==> config.mk <==
export PLATFORM = sky130hd
export DESIGN_NAME = spi_master_cfg
export DESIGN_NICKNAME = d
export VERILOG_FILES = /design/src/rtl/spi_master_cfg.sv
export SDC_FILE = /design/constraint.sdc
export NUM_CORES = 1
export LEC_CHECK = 0
export ABC_CLOCK_PERIOD_IN_PS = 1850
export CORE_AREA = 2 2 65 67
export CTS_CLUSTER_DIAMETER = 30
export DETAILED_ROUTE_END_ITERATION = 16
export DIE_AREA = 0 0 67 69
export PLACE_DENSITY = 0.73
export SYNTH_ARGS = -nofsm -noshare
export SYNTH_HDL_FRONTEND = slang
export SYNTH_SLANG_ARGS = --single-unit
export TNS_END_PERCENT = 10
==> constraint.sdc <==
create_clock -name clk -period 1.85 [get_ports clk]
set_clock_uncertainty 0.15 [all_clocks]
set_input_delay 0.37 -clock clk [delete_from_list [all_inputs] [get_ports clk]]
set_output_delay 0.37 -clock clk [all_outputs]
set_load 0.005 [all_outputs]
==> src/rtl/spi_master_cfg.sv <==
// Parametrised full-duplex SPI master: DATA_W-bit words, CLK_DIV divider, all four SPI modes, NUM_SS selects.
// Optional build macro SPI_LSB_FIRST_EN adds the lsb_first input (LSB-first shifting); default is MSB first.
module spi_master_cfg #(
  parameter int DATA_W  = 8,
  parameter int CLK_DIV = 4,
  parameter int NUM_SS  = 1,
  parameter int SS_W    = (NUM_SS > 1) ? $clog2(NUM_SS) : 1
) (
  input  logic              clk,
  input  logic              reset,
  input  logic [DATA_W-1:0] tx_data,
  input  logic              tx_valid,
  output logic              tx_ready,
  input  logic [SS_W-1:0]   ss_sel,
  input  logic              cpol,
  input  logic              cpha,
`ifdef SPI_LSB_FIRST_EN
  input  logic              lsb_first,
`endif
  output logic [DATA_W-1:0] rx_data,
  output logic              rx_valid,
  output logic              busy,
  output logic              sclk,
  output logic              mosi,
  input  logic              miso,
  output logic [NUM_SS-1:0] ss_n
);

  localparam int DIV_W  = (CLK_DIV > 2) ? $clog2(CLK_DIV) : 1;
  localparam int EDGE_W = $clog2(2 * DATA_W + 1);

  typedef enum logic [2:0] {ST_IDLE, ST_SETUP, ST_XFER, ST_HOLD, ST_GAP} state_t;

  state_t              state_r;
  state_t              state_nxt_s;
  logic [DIV_W-1:0]    div_r;
  logic [EDGE_W-1:0]   edge_r;
  logic [DATA_W-1:0]   tx_sh_r;
  logic [DATA_W-1:0]   rx_sh_r;
  logic                cpha_r;
  logic                lsb_r;
  logic                lsb_in_s;
  logic                tick_s;
  logic                lead_s;
  logic                last_edge_s;
  logic                accept_s;
  logic                toggle_s;
  logic                sample_s;
  logic                drive_s;
  logic                done_s;

`ifdef SPI_LSB_FIRST_EN
  assign lsb_in_s = lsb_first;
`else
  assign lsb_in_s = 1'b0;
`endif

  function automatic logic first_bit(input logic [DATA_W-1:0] w, input logic lsb);
    first_bit = lsb ? w[0] : w[DATA_W-1];
  endfunction

  function automatic logic [DATA_W-1:0] shift_out(input logic [DATA_W-1:0] w, input logic lsb);
    shift_out = lsb ? {1'b0, w[DATA_W-1:1]} : {w[DATA_W-2:0], 1'b0};
  endfunction

  function automatic logic [DATA_W-1:0] shift_in(input logic [DATA_W-1:0] w, input logic b,
                                                 input logic lsb);
    shift_in = lsb ? {b, w[DATA_W-1:1]} : {w[DATA_W-2:0], b};
  endfunction

  // Out-of-range indices leave every select deasserted.
  function automatic logic [NUM_SS-1:0] ss_decode(input logic [SS_W-1:0] sel);
    ss_decode = '1;
    for (int i = 0; i < NUM_SS; i++) begin
      if (sel == SS_W'(i)) ss_decode[i] = 1'b0;
    end
  endfunction

  assign tick_s      = (state_r != ST_IDLE) && (div_r == DIV_W'(CLK_DIV - 1));
  assign lead_s      = ~edge_r[0];
  assign last_edge_s = (edge_r == EDGE_W'(2 * DATA_W - 1));

  // State register.
  always_ff @(posedge clk) begin
    if (reset) state_r <= ST_IDLE;
    else       state_r <= state_nxt_s;
  end

  // Next-state decode; every non-IDLE state advances on a divider tick.
  always_comb begin
    state_nxt_s = state_r;
    case (state_r)
      ST_IDLE:  if (tx_valid)                state_nxt_s = ST_SETUP; else state_nxt_s = ST_IDLE;
      ST_SETUP: if (tick_s)                  state_nxt_s = ST_XFER;  else state_nxt_s = ST_SETUP;
      ST_XFER:  if (tick_s && last_edge_s)   state_nxt_s = ST_HOLD;  else state_nxt_s = ST_XFER;
      ST_HOLD:  if (tick_s)                  state_nxt_s = ST_GAP;   else state_nxt_s = ST_HOLD;
      ST_GAP:   if (tick_s)                  state_nxt_s = ST_IDLE;  else state_nxt_s = ST_GAP;
      default:                               state_nxt_s = ST_IDLE;
    endcase
  end

  // Per-state strobes; leading edges sample when cpha=0, trailing edges sample when cpha=1.
  always_comb begin
    accept_s = 1'b0;
    toggle_s = 1'b0;
    sample_s = 1'b0;
    drive_s  = 1'b0;
    done_s   = 1'b0;
    case (state_r)
      ST_IDLE: accept_s = tx_valid;
      ST_XFER: begin
        toggle_s = tick_s;
        sample_s = tick_s & (lead_s ^ cpha_r);
        drive_s  = tick_s & ~(lead_s ^ cpha_r) & ~(~cpha_r & last_edge_s);
      end
      ST_HOLD: done_s = tick_s;
      default: done_s = 1'b0;
    endcase
  end

  // Datapath and registered pin/handshake outputs.
  always_ff @(posedge clk) begin
    if (reset) begin
      div_r    <= '0;
      edge_r   <= '0;
      tx_sh_r  <= '0;
      rx_sh_r  <= '0;
      cpha_r   <= 1'b0;
      lsb_r    <= 1'b0;
      rx_data  <= '0;
      rx_valid <= 1'b0;
      tx_ready <= 1'b1;
      busy     <= 1'b0;
      sclk     <= 1'b0;
      mosi     <= 1'b0;
      ss_n     <= '1;
    end else begin
      if ((state_r == ST_IDLE) || tick_s) div_r <= '0;
      else                                div_r <= div_r + 1'b1;

      if (state_r != ST_XFER) edge_r <= '0;
      else if (toggle_s)      edge_r <= edge_r + 1'b1;

      rx_valid <= done_s;
      tx_ready <= (state_nxt_s == ST_IDLE);
      busy     <= (state_nxt_s != ST_IDLE);

      if (accept_s) begin
        cpha_r  <= cpha;
        lsb_r   <= lsb_in_s;
        rx_sh_r <= '0;
        sclk    <= cpol;
        ss_n    <= ss_decode(ss_sel);
        // cpha=0 presents the first bit before the first leading edge.
        if (cpha) begin
          tx_sh_r <= tx_data;
        end else begin
          tx_sh_r <= shift_out(tx_data, lsb_in_s);
          mosi    <= first_bit(tx_data, lsb_in_s);
        end
      end else if (state_r == ST_IDLE) begin
        sclk <= cpol;
        ss_n <= '1;
      end else begin
        if (toggle_s) sclk <= ~sclk;
        if (drive_s) begin
          mosi    <= first_bit(tx_sh_r, lsb_r);
          tx_sh_r <= shift_out(tx_sh_r, lsb_r);
        end
        if (sample_s) rx_sh_r <= shift_in(rx_sh_r, miso, lsb_r);
        if (done_s) begin
          ss_n    <= '1;
          rx_data <= rx_sh_r;
        end
      end
    end
  end

endmodule
# Word level (Yosys, flattened, before mapping)
# Cells that the tools add are included.
# classes
eq_ne,9
multipliers,0
n_bitwise,12
addsub,2
reduce_logical,17
shifts,0
n_lt_le_gt_ge,0
div,0
mux,26
# ops
cell,n
$mux W8,4
$mux W1,18
$pmux W3 S5,1
$reduce_bool A3 Y1,4
$not A1 Y1,7
$eq A3 B2 Y1 const B,2
$logic_not A3 Y1,2
$mux W3,2
$reduce_and A3 Y1,2
$reduce_or A2 Y1,3
$add A5 B1 Y5 const B,1
$eq A5 B4 Y1 const B,1
$and A1 B1 Y1,4
$ne A2 B2 Y1 const B,2
$reduce_and A2 Y1,2
$eq A3 B1 Y1 const B,1
$eq A3 B3 Y1 const B,1
$ne A3 B2 Y1 const B,1
$add A2 B1 Y2 const B,1
$eq A2 B2 Y1 const B,1
$logic_and A1 B1 Y1,2
$mux W2,1
$reduce_bool A2 Y1,1
$logic_or A1 B1 Y1,1
$xor A1 B1 Y1,1
# word_totals
output_inout_bits,14
n_memories,0
register_bits,41
ram_bits,0
mem_bits_ro,0
latch_bits,0

# Depth between registers and ports, before layout
# Gate-level depths: netlist (run 1).
# depth
ltp_word,9
ltp_mapped,8
ltp_nobuf,7

# Least setup slack after synthesis (run 1)
# No wires, ideal clock.
# synth_path
path_type,reg2reg
startpoint,register edge_r[0]
endpoint,register mosi
setup_ps,60
period_less_slack_ps,1999
path_stages_with_launch,9
arrival_time_ps,1790
setup_slack_ps,-149
n_path_buf,1
path_cell_list,dfxtp_1 ha_1 and3_1 ha_1 nor3b_1 o21ai_2 buf_2 a221oi_1 a41o_1
# synth_between
elab_chain_len,8
word_cells_on_any_way,11
classes_between,1 x eq/ne; 1 x mux; 7 x bitwise; 2 x reduce/logical
# synth_rtl
item,line_no,rtl
from (decl),37,logic [EDGE_W-1:0] edge_r;
from (signal assigned),142,else if (toggle_s) edge_r <= edge_r + 1'b1;
"parallel branches: the longest is 4 deep, another holds $eq A5 B4 Y1",--,
$and A1 B1 Y1 (*),114,drive_s = tick_s & ~(lead_s ^ cpha_r) & ~(~cpha_r & last_edge_s);
$mux W1 (*),109,case (state_r)
$reduce_bool A2 Y1 (no line) (*),--,
$reduce_and A3 Y1 (no line) (*),--,
to (signal assigned),159,"mosi <= first_bit(tx_data, lsb_in_s);"
to (signal assigned),167,"mosi <= first_bit(tx_sh_r, lsb_r);"
to (decl),24,"output logic mosi,"
# Every way passes the cells marked *.
# A chain may end at the register's enable or synchronous reset.

# Final worst setup path (run 1)
# layout_path
startpoint,input tx_valid
endpoint,register tx_sh_r[4]
# layout_between
elab_chain_len,3
word_cells_on_any_way,5
classes_between,1 x eq/ne; 2 x mux; 2 x reduce/logical
# layout_rtl
item,line_no,rtl
from (decl),12,"input logic tx_valid,"
$mux W1 (*),109,
$ne A2 B2 Y1 (no line) or $reduce_bool A2 Y1 (tied branches),--,
$reduce_and A2 Y1 (no line),--,
to (signal assigned),156,tx_sh_r <= tx_data;
to (signal assigned),158,"tx_sh_r <= shift_out(tx_data, lsb_in_s);"
to (signal assigned),168,"tx_sh_r <= shift_out(tx_sh_r, lsb_r);"
to (decl),38,logic [DATA_W-1:0] tx_sh_r;
# Mark *: on every way between the ends. The rest lies on a longest branch, timed or not.

==> results of run 1 <==
critical path: stages:
cell and delay (ns):
clkdlybuf4s50_1 0.47, or4b_4 0.47, buf_8 0.18, a211oi_1 0.23, a211o_1 0.13, a21oi_1 0.05
stage by stage:
step	TNS, ns	total power [W]	cell area [um^2]	instances
after CTS	-0.0161	0.00179	2430	297
after floorplan	0	0.00103	1840	203
after global routing	-0.476	0.00185	2460	298
final	-0.0107	0.00177	2460	298
after global placement	-4.31	0.00110	2290	287
after detailed placement	-4.49	0.00110	2290	287
per-layer routing:
layer	part of all wire [%]	routed length (um)	GRT usage (%)
met1	46	1750	20.7
met3	4.1	159	6.04
met2	49	1870	31.2
met4	1.5	57	6.80
met5	0	0	0
repair_timing:
action,in CTS,in global routing
setup endpoints to repair,7,8
gates resized for setup,5,4
pin swaps,18,2
buffers inserted,2,1
cloned,0,0
state kept, by name, indices dropped and copies added (netlist names):
signal,flops
tx_ready,1
div_r,2
state_r,3
sclk,1
rx_data,8
edge_r,5
cpha_r,1
rx_sh_r,8
busy,1
mosi,1
ss_n,1
rx_valid,1
tx_sh_r,8
path summary, 6_finish.rpt:
check	from	slack (ns)	endpoint
hold / removal	div_r[0]	0.29	div_r[0]
setup reg to reg	edge_r[0]	0	tx_sh_r[3]
hold reg to reg	div_r[0]	0.29	div_r[0]
setup / recovery	tx_valid	-0.009	tx_sh_r[4]
cell type report:
cell class	count	area, um^2	area share, %
clock buffer	6	93.8	3.82
clock inverter	2	16.3	0.662
inverter	3	11.3	0.458
multi-input combinational	144	946	38.5
sequential	41	826	33.6
tap	50	62.6	2.55
timing repair buffer	52	500	20.4
logic make-up (layout without fill, tap and decap cells):
| family | after synthesis | in the layout | share of synthesized area [%] |
|---|---|---|---|
| compound gates | 41 | 41 | 15.3 |
| xor+xnor | 6 | 6 | 2.94 |
| fa+ha+maj | 3 | 3 | 2.10 |
| buf+inv | 18 | 63 | 4.55 |
| flops | 41 | 41 | 45.9 |
| mux | 9 | 9 | 5.04 |
| simple gates | 85 | 85 | 24.2 |
power by group through the flow:
| stage | Sequential [W] | Combinational [W] | Clock (W) |
|---|---|---|---|
| 3_5_place_dp | 0.000934 | 0.000170 | 0 |
| 6_report | 0.000913 | 0.000178 | 0.000678 |
| 5_1_grt | 0.000916 | 0.000196 | 0.000738 |
| 4_1_cts | 0.000913 | 0.000175 | 0.000701 |
| 2_1_floorplan | 0.000932 | 0.0000943 | 0 |
| 3_3_place_gp | 0.000933 | 0.000169 | 0 |
cell usage in the layout, fill, tap and decap left out, types with 2 or more instances in the layout:
| master | Yosys | layout |
|---|---|---|
| clkdlybuf4s50_1 | 0 | 28 |
| a211oi_1 | 9 | 8 |
| xnor2_1 | 3 | 3 |
| nor2b_1 | 9 | 9 |
| nand2_1 | 23 | 23 |
| o21ai_1 | 2 | 2 |
| nor2_1 | 23 | 23 |
| clkbuf_8 | 0 | 5 |
| xor2_1 | 3 | 3 |
| ha_4 | 0 | 2 |
| inv_1 | 2 | 2 |
| mux2i_1 | 9 | 9 |
| a21oi_1 | 18 | 17 |
| buf_4 | 0 | 19 |
| buf_12 | 0 | 2 |
| nor3_1 | 4 | 4 |
| a211o_1 | 7 | 7 |
| buf_6 | 1 | 2 |
| nand3_1 | 10 | 9 |
| dfxtp_1 | 41 | 39 |
==> results.md, run 1 <==
- Reg power frac: 51.6%
- GP Congestion: between 0.8 and 0.9
- Startpoint types: input port
- Post-synth EDFFs: 0
- Cell count after synthesis: 203
- Die ar.: 0.00462 mm^2
- Layout Nets: 265
- CTS tree: yes
- Core Area: 0.00391 mm^2
- Internal: 0.00135 W
- Worst slew pin tran: 0.317 ns
- CTS max path bufs: 2
- Slew HR: 78.3%
- YS warnings: 0
- Synth area leaders: dfxtp_1 (46%), a21oi_1 (5.0%), mux2i_1 (5.0%)
- Syn Std Cell Area: ~0.0018 mm^2
- Htree depth: 2
- Die width: about 67 um
- Starting density of the core: 45.7%
- Ys flop type: dfxtp_1
- Iteration-0 DRC Markers: 59
- Io pins: 29
- Avg Cell Area, Syn: 8.81 um^2
- Failing checks: setup timing
- Num CTS Buffers: 5
- Final setup fails: 2
- Share of layout cells above drive strength 1: 19.0%
- Global-route wire length before repair: 6520 um
- Status: finished with violations
- Syn nets: 221
- Post-synth top area cell: dfxtp_1
- Vias in the first global route: ~1500
- WS Path Type: in -> reg
- # DRC: 0
- Hold WS: 0.291 ns
- Via density: a little over 5
- Final core utilization: 62.8%
- Filler cells: 354
- Peak supply drop: roughly 0.46 mV
- TritonRoute pass-1 iters: 6
- Sequential share of the synthesized area: 45.9%
- Antenna diode count: 0
- Yosys reg bits: 41
- Final Cycle Share: 101%
- Clock network power share: 38.3%
- Final Hold Vio Count: 0
- CTS Hold Bufs: 0
- Fmax: approximately 540 MHz
- DP Wirelength: between 2000 and 3000 um
- Comb power frac: between 10% and 20%
- Most frequent cell after synthesis: dfxtp_1
- Max Cap Viol: 0
- Die H: just under 70 um
- Row count: 23
- Total global routing overflow: 0
- Total wire length: 3840 um
- Vias: around 1500
- Synth top area share: 45.9%
- Final ANT Viol Nets: 0
- Port Buffers: 28
- Worst skew pair latency: 0.30 ns
- Area growth, synth to finish: 37.3%
- Wire length per cell: 12.9 um
- Pwr per Cell Area: 720 mW/mm^2
- Leakage power: 0.937 nW
- Min-Delay Path Depth: 1
- NetSw: 0.000422 W
- Crit. End Element: flip-flop
- Post-synth cell types: 38
- Largest net degree at the start of global routing: 26
- Switching Fraction: 23.9%
- CP required: 1.90 ns
- Antenna violations before repair: 0
- Post-synth ARST share: 0%
- R2R depth: 8
- Clock-pin slew on the worst setup and hold paths: 0.08 ns
- CTS sink cnt: between 40 and 50
- Final min period: 1.86 ns
- GRT Total Usage: 18.3%
- Worst slack at placement: -0.364 ns
- Final Worst Setup Slack: -0.00939 ns
- RSZ-0062 raised after global routing: true
- Clk root buf: clkbuf_8
- Final slew viol count: 0
- CP max FO: 25
- Most frequent cells after synthesis: dfxtp_1 (41), nand2_1 (23), nor2_1 (23), a21oi_1 (18), nand3_1 (10)
- CP Data Arrival Time: 1.91 ns
- Hold Crit Class: reg -> reg
(Power assumes the default switching activity.)
==> run 2, diff against run 1 <==
--- a/config.mk
+++ b/config.mk
@@ -6,11 +6,13 @@
 export NUM_CORES = 1
 export LEC_CHECK = 0
 export ABC_CLOCK_PERIOD_IN_PS = 1850
+export CAP_MARGIN = 0
 export CORE_AREA = 2 2 65 67
 export CTS_CLUSTER_DIAMETER = 30
 export DETAILED_ROUTE_END_ITERATION = 16
 export DIE_AREA = 0 0 67 69
 export PLACE_DENSITY = 0.73
+export SKIP_CTS_REPAIR_TIMING = 1
 export SYNTH_ARGS = -nofsm -noshare
 export SYNTH_HDL_FRONTEND = slang
 export SYNTH_SLANG_ARGS = --single-unit
==> constraint.sdc (replaced) <==
create_clock -name clk -period 1.85 [get_ports clk]
set_clock_uncertainty 0.15 [all_clocks]
set_input_delay 0.37 -clock clk [delete_from_list [all_inputs] [get_ports clk]]
set_output_delay 0.37 -clock clk [all_outputs]
set_load 0.05 [all_outputs]
==> results.md, run 2 (synthesized netlist as in run 1, its figures left out) <==
- Internal: 0.00135 W
- Worst Hold End: div_r[0]
- GRT Total Usage: 17.6%
- Antenna violations before repair: 0
- Non-filler cells, final: 296
- Htree depth: 2
- Reg power frac: 51.0%
- NetSw: 0.000446 W
- Hold WS: approximately 0.29 ns
- Dpl cells: ~290
- Num CTS Buffers: 5
- Leading cell types in the layout, fill and taps excluded: dfxtp_1 (39), buf_4 (31), nand2_1 (23), nor2_1 (23), a21oi_1 (16)
- Layout Nets: 263
- Final slew viol count: 0
- Hold_sp: div_r[0]
- RR Endpoint: tx_sh_r[1]
- CP Data Arrival Time: 1.99 ns
- Crit. End Element: flip-flop
- CTS max path bufs: 2
- Final Worst Setup Slack: -0.0568 ns
- Total wire length: 4010 um
- Comb power frac: 11.3%
- Min-Delay Path Depth: 1
- Filler cells: 342
- Vias in the first global route: 1470
- Worst r2r src: edge_r[0]
- DP Wirelength: 2520 um
- R2R depth: 8
- Final Cycle Share: 103%
- # DRC: 0
- CP required: approximately 1.9 ns
- Clk root buf: clkbuf_8
- Most common cell after layout, fill and taps aside: dfxtp_1
- Vias: 1551
- Final min period: roughly 1.9 ns
- Worst R2R Setup Slack: -0.06 ns
- WS Path Type: reg -> reg
- Clock-pin slew on the worst setup and hold paths: 0.08 ns
- Leakage power: 0.948 nW
- Via density: 5.24
- Wire length per cell: 13.6 um
- Antenna diode count: 0
- TritonRoute pass-1 iters: 4
- Power, Total: 0.00179 W
- Final ANT Viol Nets: 0
- Pwr per Cell Area: 737 mW/mm^2
- Largest net degree at the start of global routing: 26
- Row count: 23
- GP Congestion: 0.747
- Area growth, synth to finish: 35.9%
- RSZ-0062 raised after global routing: true
- CTS sink cnt: 41
- Iteration-0 DRC Markers: 66
- Clock network power share: between 30% and 40%
- Global-route wire length before repair: 6370 um
- Share of layout cells above drive strength 1: 25.6%
- Crit path from: edge_r[0]
- Failing checks: setup timing
- Die ar.: 0.00462 mm^2
- Total global routing overflow: 0
- Switching Fraction: 24.9%
- CP max FO: 8
- Core Area: 0.00391 mm^2
- Die H: 69 um
- Port Buffers: 28
- Io pins: 29
- Die width: 67 um
- Startpoint types: flip-flop
- Max Cap Viol: 0
- Hold Crit Class: reg -> reg
- Final setup fails: 8
- Worst slew pin tran: 0.315 ns
- Peak supply drop: 0.606 mV
- Status: finished with violations
- Worst skew pair latency: around 0.30 ns
- Final Hold Vio Count: 0
- Fmax: 524 MHz
- CTS tree: yes
- Largest registers: rx_data x8, rx_sh_r x8, tx_sh_r x8
- Starting density of the core: a little under half
- Slew HR: 78.5%
[run 2: cell count changes in the layout (fill, tap and decap cells not counted), sizes merged]
| cell | before | now |
|---|---|---|
| clkdlybuf4s50 | 28 | 14 |
| buf | 24 | 36 |
[run 2: power by group through the flow]
stage                      logic, W  registers (W)  clock network, W
after detailed placement   0.000189       0.000935                 0
final                      0.000202       0.000915          0.000675
after global routing       0.000219       0.000918          0.000733
after floorplan           0.0000943       0.000954                 0
after CTS                  0.000190       0.000914          0.000693
after global placement     0.000186       0.000934                 0
[run 2: metrics by stage]
stage / setup TNS (ns) / worst slack, ns / instance area [um^2] / util (%)
6_report: -0.364 / -0.0568 / 2430 / 62.1
5_1_grt: -0.822 / -0.111 / 2430 / 62.1
4_1_cts: -0.922 / -0.137 / 2350 / 60.0
3_5_place_dp: -4.62 / -0.362 / 2240 / 57.2
3_3_place_gp: -4.31 / -0.332 / 2240 / 57.2
2_1_floorplan: 0 / 0.00109 / 1840 / -
[run 2: critical path, stage by stage (launching register included)]
cell and delay, ns:
dfxtp_4 0.36, ha_4 0.16, and3_4 0.18, ha_4 0.16, nor3b_4 0.22, o21ai_4 0.10
buf_6 0.15, a211o_1 0.25, a21oi_1 0.12
[run 2: worst max-delay path by stage]
| stage | to |
|---|---|
| 4_1_cts | tx_sh_r[1] |
| 6_report | tx_sh_r[1] |
| 2_1_floorplan | mosi |
| 3_3_place_gp | tx_sh_r[1] |
| 5_1_grt | tx_sh_r[4] |
| 3_5_place_dp | tx_sh_r[1] |
[run 2: cell type report]
type	count	area [um^2]	share of cell area, %
Clock inverter	2	16.3	0.669
Clock buffer	6	93.8	3.86
Inverter	3	11.3	0.463
Timing Repair Buffer	50	444	18.3
Tap cell	50	62.6	2.57
Multi-Input combinational cell	144	978	40.2
Sequential cell	41	826	34.0
[run 2: routing by layer]
metal	vias up	global-route usage (%)	wire [um]
met5	-	0	0
li1	795	-	-
met2	31	28.7	2000
met4	0	7.03	49
met3	5	5.06	156
met1	720	21.4	1810
